## config.mk

```make
export PLATFORM = sky130hd
export DESIGN_NAME = pwm_sequencer
export DESIGN_NICKNAME = d
export VERILOG_FILES = /design/src/rtl/pwm_sequencer.sv
export SDC_FILE = /design/constraint.sdc
export NUM_CORES = 1
export LEC_CHECK = 0
export CAP_MARGIN = 20
export CORE_UTILIZATION = 40
export DETAILED_ROUTE_END_ITERATION = 6
export GPL_TIMING_DRIVEN = 1
export PLACE_DENSITY = 0.72
export SYNTH_ARGS = -nofsm -noshare
export SYNTH_HDL_FRONTEND = slang
export SYNTH_SLANG_ARGS = --single-unit
```

## constraint.sdc

```tcl
create_clock -name clk -period 3.19 [get_ports clk]
set_input_delay 0.638 -clock clk [delete_from_list [all_inputs] [get_ports clk]]
set_output_delay 0.638 -clock clk [all_outputs]
set_load 0.05 [all_outputs]
```

## src/rtl/pwm_sequencer.sv

```systemverilog
// pwm_sequencer
//   Sequenced controller for a single-channel PWM modulator. Generates the
//   carrier sawtooth from a programmable prescaler, walks the waveform ROM
//   (one sample per carrier period) and produces the registered PWM output.
//   Carrier prescale and table length arrive through a valid/ready port and
//   take effect only on carrier-period boundaries, so a period is never
//   reshaped mid-flight.
//
// Ports
//   clk           system clock (50 MHz)
//   rst           synchronous, active-high reset
//   enable        run request
//   cfg_valid     configuration offered
//   cfg_ready     configuration can be accepted
//   cfg_div       clk cycles per carrier tick (0 behaves as 1)
//   cfg_len       samples in table (0 behaves as 2^ADDR_W)
//   rom_addr      waveform ROM address (ROM has 1-cycle read latency)
//   rom_data      ROM output for the previous cycle's address
//   pwm_out       registered PWM output
//   period_start  one-cycle pulse on the first cycle of each carrier period
//   state_o       current state
//
// state | meaning
// ------+-------------------------------------------------------------
// IDLE  | counters held at 0, ROM address parked at 0, output low
// PRIME | one cycle: latch sample 0, advance the ROM address
// RUN   | carrier running, new sample latched on every period boundary
// DRAIN | carrier running until the current period ends, then IDLE

module pwm_sequencer #(
    parameter int DATA_W  = 8,
    parameter int ADDR_W  = 8,
    parameter int DIV_W   = 16,
    parameter int DEF_DIV = 977,
    parameter int DEF_LEN = 200
) (
    input  logic              clk,
    input  logic              rst,
    input  logic              enable,
    input  logic              cfg_valid,
    output logic              cfg_ready,
    input  logic [DIV_W-1:0]  cfg_div,
    input  logic [ADDR_W-1:0] cfg_len,
    output logic [ADDR_W-1:0] rom_addr,
    input  logic [DATA_W-1:0] rom_data,
    output logic              pwm_out,
    output logic              period_start,
    output logic [1:0]        state_o
);

    typedef enum logic [1:0] {
        IDLE  = 2'd0,
        PRIME = 2'd1,
        RUN   = 2'd2,
        DRAIN = 2'd3
    } state_t;

    localparam logic [DIV_W-1:0] ONE_DIV = DIV_W'(1);

    state_t             state, state_nxt;
    logic [DIV_W-1:0]   presc, div_q, sh_div, cfg_div_n;
    logic [DATA_W-1:0]  saw, duty_q;
    logic [ADDR_W-1:0]  addr_q, len_q, sh_len, len_use, last_addr, addr_nxt;
    logic               pend, running, tick, boundary, xfer;

    assign running   = (state == RUN) || (state == DRAIN);
    assign tick      = running && (presc == (div_q - ONE_DIV));
    assign boundary  = tick && (saw == '1);
    assign cfg_ready = ~pend;
    assign xfer      = cfg_valid && cfg_ready;
    assign cfg_div_n = (cfg_div == '0) ? ONE_DIV : cfg_div;

    // The boundary that applies a pending length already wraps against the
    // new length; ">=" lets a shrunken table wrap from any address past it.
    // A length of 0 wraps to all-ones here, i.e. the full 2^ADDR_W table.
    assign len_use   = pend ? sh_len : len_q;
    assign last_addr = len_use - 1'b1;
    assign addr_nxt  = (addr_q >= last_addr) ? '0 : addr_q + 1'b1;

    assign rom_addr  = addr_q;
    assign state_o   = state;

    always_ff @(posedge clk) begin
        if (rst) state <= IDLE;
        else     state <= state_nxt;
    end

    always_comb begin
        state_nxt = state;
        case (state)
            IDLE:    if (enable) state_nxt = PRIME;
            PRIME:   state_nxt = RUN;
            RUN:     if (!enable) state_nxt = DRAIN;
            DRAIN:   if (boundary) state_nxt = IDLE;
            default: state_nxt = IDLE;
        endcase
    end

    always_ff @(posedge clk) begin
        if (rst) begin
            presc        <= '0;
            saw          <= '0;
            duty_q       <= '0;
            addr_q       <= '0;
            div_q        <= DIV_W'(DEF_DIV);
            len_q        <= ADDR_W'(DEF_LEN);
            sh_div       <= '0;
            sh_len       <= '0;
            pend         <= 1'b0;
            pwm_out      <= 1'b0;
            period_start <= 1'b0;
        end else begin
            period_start <= 1'b0;
            pwm_out      <= running && (duty_q > saw);

            if (running) begin
                if (tick) begin
                    presc <= '0;
                    saw   <= saw + 1'b1;
                end else begin
                    presc <= presc + ONE_DIV;
                end
            end else begin
                presc <= '0;
                saw   <= '0;
            end

            case (state)
                IDLE: addr_q <= '0;
                PRIME: begin
                    duty_q       <= rom_data;
                    addr_q       <= addr_nxt;
                    period_start <= 1'b1;
                end
                RUN: if (boundary) begin
                    duty_q       <= rom_data;
                    addr_q       <= addr_nxt;
                    period_start <= 1'b1;
                end
                DRAIN: if (boundary) addr_q <= '0;
                default: addr_q <= '0;
            endcase

            // While idle there is no period to protect, so configuration
            // lands directly. Otherwise it waits in the shadow; a transfer
            // on the boundary cycle itself can only happen with pend clear,
            // so it waits for the following boundary.
            if (state == IDLE) begin
                if (pend) begin
                    div_q <= sh_div;
                    len_q <= sh_len;
                    pend  <= 1'b0;
                end else if (xfer) begin
                    div_q <= cfg_div_n;
                    len_q <= cfg_len;
                end
            end else if (boundary && pend) begin
                div_q <= sh_div;
                len_q <= sh_len;
                pend  <= 1'b0;
            end else if (xfer) begin
                sh_div <= cfg_div_n;
                sh_len <= cfg_len;
                pend   <= 1'b1;
            end
        end
    end

endmodule

```

# After elaboration in Yosys (flattened, before gate mapping)

Cells that the tools add are included.

Bits in registers: 93
Input bits: 36
Output and inout bits: 13
Logic and storage cells: 73

Add/sub/neg operators: 5
Magnitude comparators: 2
Eq/ne operators: 10
Mux-type cells: 22
Bitwise operators: 4
Reduce and logical (&&, ||, !) cells: 18

Operators by type and width:

| cell                  | count |
|---|---|
| $mux 16               | 5 |
| $mux 8                | 9 |
| $pmux 8 s4            | 1 |
| $add 16x1->16 const B | 1 |
| $add 8x1->8 const B   | 2 |
| $eq 16x16->1          | 1 |
| $logic_not 16->1      | 1 |
| $pmux 8 s2            | 1 |
| $sub 16x1->16 const B | 1 |
| $eq 8x8->1 const B    | 1 |
| $ge 8x8->1            | 1 |
| $gt 8x8->1            | 1 |
| $ne 2x2->1 const B    | 4 |
| $pmux 2 s4            | 1 |
| $sub 8x1->8 const B   | 1 |
| $mux 2                | 3 |
| $reduce_and 2->1      | 3 |
| $reduce_and 3->1      | 2 |
| $reduce_or 3->1       | 2 |
| $logic_and 1x1->1     | 5 |
| $eq 2x2->1 const B    | 2 |
| $not 1->1             | 4 |
| $reduce_bool 2->1     | 2 |
| $ne 3x3->1 const B    | 1 |
| 6 further kinds       | 6 |

# Depth between registers and ports, before layout

Word-level depth: 7
Depth in mapped cells: 15
Depth with buffers taken out: 13

# Worst setup path before layout

No wires, ideal clock.

Path type: reg-to-reg
Start: register pend
End: register addr_q[2] (netlist: rom_addr[2])
Library setup time: 0.059 ns
Data arrival time: 3.390 ns
Data required time: 3.131 ns
Setup slack: -0.259 ns
Cell stages (with the launch flop): 16
Path buffers: 2
Clock period less this slack: 3.449 ns
Cells stage by stage: dfxtp_1 > clkbuf_1 > mux2i_1 > ha_1 > nand3_1 > xnor2_1 > ha_1 > a21o_1 > a211o_1 > a41o_1 > a211oi_1 > and2_1 > a31oi_1 > clkbuf_1 > nor3b_1 > a211o_1

Word-level cells in the longest chain between the ends: 6

Ends and longest elaborated chain:

| what                   | line | source |
|---|---|---|
| from (decl)            | 64   | `logic pend, running, tick, boundary, xfer;` |
| from (signal assigned) | 109  | `pend <= 1'b0;` |
| from (signal assigned) | 152  | `pend <= 1'b0;` |
| from (signal assigned) | 160  | `pend <= 1'b0;` |
| $mux 8 (*)             | 76   | `assign len_use = pend ? sh_len : len_q;` |
| $sub 8x1->8 (*)        | 77   | `assign last_addr = len_use - 1'b1;` |
| $ge 8x8->1 (*)         | 78   | `assign addr_nxt = (addr_q >= last_addr) ? '0 : addr_q + 1'b1;` |
| $mux 8 (*)             | 78   |  |
| $mux 8                 | 135  | `RUN: if (boundary) begin` |
| $pmux 8 s4 (*)         | 128  | `case (state)` |
| to (signal assigned)   | 132  | `addr_q <= addr_nxt;` |
| to (signal assigned)   | 137  | `addr_q <= addr_nxt;` |
| to (decl)              | 63   | `logic [ADDR_W-1:0] addr_q, len_q, sh_len, len_use, last_addr, addr_nxt;` |

Every way passes the cells marked *; elsewhere a longest branch is shown, timed or not. The select of a mux whose other input is x is not followed.
A chain may end at the register's enable or synchronous reset.

# Worst setup path in the final report

Start: register pend
End: register addr_q[4] (netlist: rom_addr[4])

The elaborated chain is that of the path after synthesis.

==> flow_summary.json <==
{
  "worst-path-max-fanout": 5,
  "grt_max_degree": 60,
  "antenna_found_initial": 0,
  "synth.ff_latch_count": 93,
  "max_clock_freq_mhz": 319,
  "finish.utilization_pct": 51.5,
  "drtIter0Drc": 187,
  "rsz0062_at_grt": "yes",
  "tritoncts": "built",
  "area.growth.synth_to_final_pct": 25.1,
  "synthFlopType": "dfxtp_1",
  "wire_per_inst_um": 14.6,
  "avgSynthCellArea_um2": 8.62,
  "worst_setup_path_start_kind": "flip-flop",
  "cts_buffer_depth": 2,
  "synth_top_area_share_pct": 35.7,
  "finalSetupViolCount": 0,
  "cts.clk_slew.worst_paths_ns": 0.06,
  "startpoint": "pend$_SDFFE_PP0P_",
  "hold_violations": 0,
  "cts_root_buffer": "clkbuf_16",
  "hp-class": "flip-flop to flip-flop",
  "start_util_pct": 41.2,
  "worst_pin_slew_ns": 0.822,
  "gr-total-overflow": 0,
  "critical_path.endpoint_type": "flip-flop",
  "maxCapViolCount": 0,
  "required_ns": 3.45,
  "drc_errors": 0,
  "ant_nets": 0,
  "hold_slack_ns": 0.452,
  "r2r_end": "rom_addr[4]$_SDFFE_PP0P_",
  "n_fill_cell": 1162,
  "numClockSinks": 93,
  "yosysSeqAreaShare_pct": 35.7,
  "r2r_start": "pend$_SDFFE_PP0P_",
  "worstSetupPathType": "flip-flop to flip-flop",
  "drv_slew": 0,
  "synthArstFlopShare_pct": 0,
  "relSlewSlack_pct": 45.1,
  "dpl.cell_count": 821,
  "reg2reg_slack_ns": 0.06,
  "fin_crit_sh_pct": 98.3,
  "ys_top_cells_by_count": "dfxtp_1 (93), nor2_1 (73), nand2_1 (72)",
  "rows": 41,
  "synthesis.nets": 666,
  "layout.cells.non_filler": 841,
  "crit_arrival_ns": 3.40,
  "synth_top_area_cell": "dfxtp_1",
  "vias": 4431,
  "core_area_um2": 12700,
  "grt_pass1_wl_um": 20200,
  "drive_gt1_share_pct": 14.1,
  "track_usage_pct": 18.7,
  "syn-cell-area_um2": 5220,
  "ys_warn_count": 0,
  "synth.most_common_cell": "dfxtp_1",
  "via_per_inst": 5.27,
  "hpwl_um": 8860,
  "insertion_delay_ns": 0.34,
  "p_leak_nw": 2.51,
  "cts_buffers": 9,
  "synth_enable_flop_cells": 0,
  "fp.dieH_um": 116,
  "io_buffers": 48,
  "outcome": "finished, final reports clean",
  "synth.distinct_cells": 54,
  "dieArea_um2": 13500,
  "period_needed_ns": 3.13,
  "first_global_vias": 4332,
  "htreeDepth": 3,
  "dr.pass1.iters": 4,
  "antennaDiodeCount": 0,
  "die_w_um": 116,
  "fin_worst_skew_ns": 0.00732,
  "worst_r2r_path_depth": 13,
  "peakVddDrop_v": 0.000597,
  "crit_path_end": "rom_addr[4]$_SDFFE_PP0P_",
  "synth_cells": 605,
  "routabilityCongestion": 0.854,
  "io_pins": 49,
  "yosys-top-cells-area": "dfxtp_1 (36%), mux2i_1 (7.7%), ha_1 (6.0%)",
  "pwr_density_cell_nw_per_um2": 834,
  "nets": 725,
  "wl_um": 12300
}
[cell families (layout without fill, tap and decap cells)]
logic type	count (synthesis)	count (layout)	share of synthesized area (%)
AO/OA/AOI/OAI	91	92	12.7
XOR/XNOR	47	47	7.89
adder cells (fa/ha/maj)	25	25	6.00
buffers and inverters	49	112	4.03
flip-flops	93	93	35.7
multiplexers	62	62	12.4
AND/OR/NAND/NOR	238	238	21.3
[through the flow]
stage	area (um^2)	setup TNS [ns]	total power, W	worst slack (ns)
final	6530	0	0.00544	0.0554
after global routing	6530	-0.409	0.00578	-0.0956
after CTS	6350	0	0.00528	0.0177
after global placement	6020	-0.0470	0.00404	-0.0224
after floorplan	5230	0	0.00348	0.00472
after detailed placement	6020	-0.884	0.00413	-0.219
[area by class of cell]
cell class                 count  area (um^2)  share of cell area [%]
clock buffer                  12          236                    3.62
sequential                    93         1870                    28.6
clock inverter                 4         72.6                    1.11
tap                          172          215                    3.30
multi-input combinational    464         3330                    51.0
timing repair buffer          75          727                    11.1
inverter                      21         78.8                    1.21
[flip-flops by register name, summed over array words and instances, names as in the netlist, 8 cells and up]
name,count
saw,8
sh_div,16
rom_addr,8
presc,16
sh_len,8
div_q,16
duty_q,8
len_q,8
[worst min path at each step]
stage                           startpoint  slack [ns]  cells past startpoint                     end
floorplan           sh_div[1]$_SDFFE_PP0P_        0.43                      2  sh_div[1]$_SDFFE_PP0P_
global placement    sh_div[5]$_SDFFE_PP0P_        0.44                      2  sh_div[5]$_SDFFE_PP0P_
CTS                 sh_div[6]$_SDFFE_PP0P_        0.45                      2  sh_div[6]$_SDFFE_PP0P_
finish              sh_div[2]$_SDFFE_PP0P_        0.45                      2  sh_div[2]$_SDFFE_PP0P_
global route        sh_div[2]$_SDFFE_PP0P_        0.47                      2  sh_div[2]$_SDFFE_PP0P_
detailed placement  sh_div[6]$_SDFFE_PP0P_        0.45                      2  sh_div[6]$_SDFFE_PP0P_
[power breakdown]
part           switching (W)  internal, W
Combinational        0.00139      0.00125
Clock               0.000445     0.000686
Sequential          0.000260      0.00141
[layer usage]
layer / global-route usage, % / part of all wire (%) / vias up
met5: 0 / 0 / -
met2: 33.7 / 51 / 76
met4: 5.56 / 1.5 / 0
met3: 4.05 / 3.5 / 19
li1: - / - / 2237
met1: 22.3 / 44 / 2099
[placed cells by master (no fill, tap or decap), types with 8 or more instances in the layout]
cell type        count
nor4_1               9
a211oi_1             8
buf_4               22
nor2_1              72
nand2_1             72
nor3_1              11
dfxtp_1             92
inv_1               21
clkbuf_16            9
and3_1               8
mux2_2              22
nand3_1             19
mux2i_1             35
ha_1                24
nand4_1              9
clkdlybuf4s50_1     47
xnor2_1             27
a21oi_1             37
xor2_1              19
[worst max-delay path, stage by stage (launching register included)]
cell and delay, ns:
dfxtp_4 0.41, mux2i_4 0.29, ha_4 0.19, nand3_4 0.07, xnor2_2 0.15, ha_1 0.31, a21o_1 0.16, a211o_1 0.28
a41o_1 0.21, a211oi_2 0.30, and2_4 0.23, a31oi_4 0.14, a2bb2oi_2 0.16, o22ai_1 0.14
[repair_timing]
item                                    CTS  global route
hold buffers                              0             0
endpoints found under the setup margin    7            21
buffers inserted                          0             3
hold endpoints to repair                  0             0
gates resized for setup                   6            27
pin swaps                                 1            12
gates cloned                              0             1
(Power assumes the default switching activity.)
